`config.mk`:
```
export PLATFORM = sky130hd
export DESIGN_NAME = demux_reader16
export DESIGN_NICKNAME = d
export VERILOG_FILES = /design/src/rtl/demux_reader16.sv
export SDC_FILE = /design/constraint.sdc
export NUM_CORES = 1
export LEC_CHECK = 0
export BUFFER_PORTS_ARGS = -buffer_cell sky130_fd_sc_hd__buf_2
export CAP_MARGIN = 25
export CORE_UTILIZATION = 45
export CTS_BUF_LIST = sky130_fd_sc_hd__clkbuf_2
export DETAILED_ROUTE_END_ITERATION = 10
export SLEW_MARGIN = 20
export SYNTH_ARGS = -nofsm -noshare
export SYNTH_HDL_FRONTEND = slang
export SYNTH_SLANG_ARGS = --single-unit
```
`constraint.sdc`:
```
create_clock -name CLK -period 3.9 [get_ports CLK]
set_input_delay 0.39 -clock CLK [delete_from_list [all_inputs] [get_ports CLK]]
set_output_delay 0.39 -clock CLK [all_outputs]
set_load 0.02 [all_outputs]
```
`src/rtl/demux_reader16.sv`:
```
// demux_reader16: sweeps a 16:1 upstream mux through indices 0..15, waits
// SETTLE cycles after each select change, captures the active-low returned
// bit into a shadow word and publishes the whole word on Out at sweep end.
// The select lines always reflect the registered index, so the mux sees a
// stable address for the full settle and sample window of each bit.
module demux_reader16 #(
    parameter int unsigned SETTLE = 1    // wait cycles per select change, 0..7
) (
    input  logic        CLK,
    input  logic        RST_L,
    input  logic        Start,
    input  logic        Abort,
    input  logic        Y_L,
    output logic [1:0]  sel1,
    output logic [1:0]  sel2,
    output logic        Busy,
    output logic        Done,
    output logic [15:0] Out
);

    typedef enum logic [1:0] {
        ST_IDLE   = 2'd0,
        ST_SETTLE = 2'd1,
        ST_SAMPLE = 2'd2,
        ST_DONE   = 2'd3
    } state_t;

    // Last settle-counter value before sampling; unused when SETTLE is 0
    // because the SETTLE state is then never entered.
    localparam logic [2:0] SETTLE_LAST = (SETTLE == 0) ? 3'd0 : 3'(SETTLE - 1);

    // State entered after a select change: skip settling entirely when the
    // mux needs no settle time.
    localparam state_t ST_AFTER_SEL = (SETTLE == 0) ? ST_SAMPLE : ST_SETTLE;

    state_t      state_q, state_d;
    logic [3:0]  index_q, index_d;
    logic [2:0]  cnt_q, cnt_d;
    logic [15:0] shadow_q, shadow_d;
    logic [15:0] out_q, out_d;
    logic        sample_en;
    logic        load_out;

    // Next-state, index and settle-counter logic for the sweep sequencer.
    always_comb begin
        state_d   = state_q;
        index_d   = index_q;
        cnt_d     = cnt_q;
        sample_en = 1'b0;
        load_out  = 1'b0;
        case (state_q)
            ST_IDLE: begin
                // Abort has priority over a simultaneous Start.
                if (Start && !Abort) begin
                    index_d = 4'd0;
                    cnt_d   = 3'd0;
                    state_d = ST_AFTER_SEL;
                end
            end
            ST_SETTLE: begin
                if (Abort) begin
                    state_d = ST_IDLE;
                end else if (cnt_q == SETTLE_LAST) begin
                    state_d = ST_SAMPLE;
                end else begin
                    cnt_d = cnt_q + 3'd1;
                end
            end
            ST_SAMPLE: begin
                if (Abort) begin
                    // Abandon the sweep without touching shadow or Out.
                    state_d = ST_IDLE;
                end else begin
                    sample_en = 1'b1;
                    if (index_q == 4'd15) begin
                        load_out = 1'b1;
                        state_d  = ST_DONE;
                    end else begin
                        index_d = index_q + 4'd1;
                        cnt_d   = 3'd0;
                        state_d = ST_AFTER_SEL;
                    end
                end
            end
            ST_DONE: begin
                // Start and Abort are both ignored here; the cycle always
                // completes and returns to IDLE.
                state_d = ST_IDLE;
            end
            default: begin
                state_d = ST_IDLE;
            end
        endcase
    end

    // Per-bit shadow capture: only the bit addressed by the current index is
    // written, and only in the SAMPLE state, so Y_L is ignored elsewhere.
    generate
        for (genvar gi = 0; gi < 16; gi++) begin : g_shadow
            assign shadow_d[gi] = (sample_en && (index_q == 4'(gi))) ? ~Y_L
                                                                     : shadow_q[gi];
        end
    endgenerate

    // Out is loaded on the edge that enters DONE, using the shadow word that
    // already includes bit 15, so the new word is valid while Done is high.
    assign out_d = load_out ? shadow_d : out_q;

    // State and datapath registers with asynchronous active-low reset.
    always_ff @(posedge CLK or negedge RST_L) begin
        if (!RST_L) begin
            state_q  <= ST_IDLE;
            index_q  <= 4'd0;
            cnt_q    <= 3'd0;
            shadow_q <= 16'h0000;
            out_q    <= 16'h0000;
        end else begin
            state_q  <= state_d;
            index_q  <= index_d;
            cnt_q    <= cnt_d;
            shadow_q <= shadow_d;
            out_q    <= out_d;
        end
    end

    // Outputs decoded directly from registered state so reset forces them
    // immediately.
    assign sel2 = index_q[3:2];
    assign sel1 = index_q[1:0];
    assign Busy = (state_q == ST_SETTLE) || (state_q == ST_SAMPLE);
    assign Done = (state_q == ST_DONE);
    assign Out  = out_q;

endmodule

```
==> metrics.md <==
| Metric | Value |
|---|---|
| Number of synthesized register bits | `40` |
| Fin crit share | `0.542` |
| Leading area contributor after synthesis | `dfrtp_1` |
| Vias in the first global route | `1333` |
| First-pass GRT wire length | `6.24 mm` |
| CTS-repair resized insts | `0` |
| Post-Syn Nets | `185` |
| IO Port Bufs | `26` |
| Area grow syn2layout | `8.10%` |
| Post-Syn Area | `2010 µm²` |
| Post-Route Setup TNS | `0 ps` |
| Async set-reset flop share out of synthesis | `1.00` |
| Synth Warn # | `0` |
| Cell variety after synth | `39` |
| CTS root buf | `clkbuf_2` |
| PwrDens | `446 nW/µm²` |
| Full die area | `4730 µm²` |
| WL per Instance | `15.2 µm` |
| Setup slack after layout | `1780 ps` |
| Pleak | `1.13 nW` |
| Post-Syn Instances | `169` |
| Die Y | `68.8 µm` |
| Vias | `1345` |
| Hold buffers post-CTS | `0` |
| Final hold vios | `0` |
| Longest Clk Path Bufs | `2` |
| Row Count | `23` |
| Highest routed layer | `met4` |
| GRT overflow | `0` |
| Ports | `27` |
| Setup crit start kind | `flop` |
| CP Cell Sequence | `inv_1, ha_1, nor2b_4, nand4_4, mux2_1` |
| Crit path DAT | `2400 ps` |
| Clock-pin slew on the worst setup and hold paths | `200 ps` |
| DP HPWL | `2.64 mm` |
| Post-synth EDFFs | `0` |
| Post-layout net count | `208` |
| Initial antenna violation count | `0` |
| Share of cells above drive strength 1 | `0.295` |
| Maximum vdd drop | `0.000244 V` |
| HP Class | `input pin to asynchronous set/reset pin` |
| Crit path max fanout | `17` |
| Pre-antenna DRT Iters | `4` |
| DR vias/cell | `5.53` |
| Clock Skews | `15.4 ps` |
| Initial core utilization | `0.484` |
| Top cells by area, synth | `dfrtp_1, mux2_2, ha_1, o31ai_1, o21ai_0` |
| Skew-Pair Late Insertion Delay | `370 ps` |
| Critical path capture point type | `flop` |
| Slowest stage cell on the critical path | `dfrtp_1` |
| RePlAce Congestion | `0.685` |
| Pins Over Slew Limit | `0` |
| Power after layout | `0.968 mW` |
| Core area | `4140 µm²` |
| Drt total wl | `3.70 mm` |
| Fmax | `473 MHz` |
| WL met2 | `1.81 mm` |
| Setup WS pre-CTS | `1760 ps` |
| Max stage delay on crit path | `470 ps` |
| Crit Path Class | `flop to flop` |
| Die X | `68.8 µm` |
| Antenna diodes | `0` |
| MaxCap Viol Count | `0` |
| Relative slew slack | `0.404` |
| # Post-CTS Setup Buffers | `0` |
| Unrepaired setup endpoints after global routing | `no` |
| CP required | `4180 ps` |
| Cell Area, Placed | `2130 µm²` |
| DRT met1 WL | `1.75 mm` |
| Top-count cell post-synth | `dfrtp_1` |
| Mean Syn Cell Area | `11.9 µm²` |
| Seq/Total Area, Yosys | `0.499` |
| CTS tree | `yes` |
| Share of the synthesized area in the top cell type | `0.499` |
| DRC | `0` |
| CTS sink cnt | `40` |
| Total length of routed met3 wires | `108 µm` |
| H-tree depth | `2` |
| Synth top cells by count | `dfrtp_1, o21ai_0, mux2_2, o31ai_1, ha_1` |
| Largest net degree at the start of global routing | `41` |
| Actual slew at the worst max-slew pin | `894 ps` |
| Antenna viol nets, final | `0` |
| Endpoints failing setup | `0` |
| Post-route minimum period | `2120 ps` |
| Main synth FF type | `dfrtp_1` |
| Status | `complete, no violations` |
| DR iter-0 viols | `60` |
| CTS buffer count | `5` |
| Global Route Usage Sum | `0.182` |
| Final non-filler cell area | `2170 µm²` |
-- logic make-up after synthesis --
group                      Yosys count  share of synthesized area
AOI/OAI and AO/OA                   50                      0.172
muxes                               18                     0.0991
and+or+nand+nor                     31                      0.109
buffers and inverters               19                     0.0524
adders and majority gates           11                     0.0686
DFF                                 40                      0.499
-- layout by cell type (no fill, tap or decap), drive strengths merged, types with 2 or more instances in the layout --
master | synthesis | final
dfrtp | 40 | 40
buf | 8 | 26
o21ai | 21 | 21
mux2 | 15 | 15
o31ai | 15 | 15
ha | 11 | 11
inv | 9 | 9
nand2 | 8 | 8
clkbuf | 2 | 6
nand3b | 5 | 5
nand2b | 4 | 4
a21oi | 4 | 4
nor2 | 3 | 3
mux2i | 3 | 3
nand3 | 3 | 3
nand4 | 3 | 3
a21o | 2 | 2
-- sequential cells by signal, summed over array words and instances, names as in the netlist --
name / cells
Out: 16
shadow_q: 15
index_q: 4
cnt_q: 3
state_q: 2
-- final timing paths --
check / from / to / slack [ps] / cells after the start
worst max-delay path: state_q[0] / Out[11] / 1780 / 5
worst min-delay path: RST_L / Out[6] / 100 / 1
worst max register to register: state_q[0] / Out[11] / 1780 / 5
worst min register to register: Out[15] / Out[15] / 500 / 2
max in group asynchronous: RST_L / index_q[0] / 3230 / 1
min in group CLK: Abort / state_q[1] / 380 / 2
-- final cells by class --
| type | count | area, µm² |
|---|---|---|
| Clock buffer | 6 | 30.0 |
| Clock inverter | 2 | 11.3 |
| Fill cell | 372 | 1970 |
| Inverter | 9 | 33.8 |
| Multi-Input combinational cell | 110 | 901 |
| Sequential cell | 40 | 1000 |
| Tap cell | 50 | 62.6 |
| Timing Repair Buffer | 26 | 130 |
-- routing by layer --
metal | vias up | track usage
met5 | - | 0
met1 | 659 | 0.232
met3 | 5 | 0.0395
met2 | 20 | 0.301
met4 | 0 | 0.0689
li1 | 661 | -
-- critical path, delay by kind of cell, from the launching register on --
family / cells / cell delay, ps
and+or+nand+nor: 2 / 580
buffers and inverters: 1 / 100
adders and majority gates: 1 / 470
DFF: 1 / 470
muxes: 1 / 410
-- stage by stage --
step                utilization  hold slack (ps)  instances
floorplan                     -             94.4        169
global placement          0.514              464        235
detailed placement        0.514              466        235
CTS                       0.524             99.4        243
global route              0.524              120        243
finish                    0.524             99.0        243
-- report_power, final --
| part | switching (mW) | internal (mW) |
|---|---|---|
| sequential | 0.0282 | 0.451 |
| combinational | 0.199 | 0.116 |
| clock | 0.129 | 0.0449 |
| total | 0.356 | 0.612 |
Note: power is estimated with default switching activity, not from simulation.
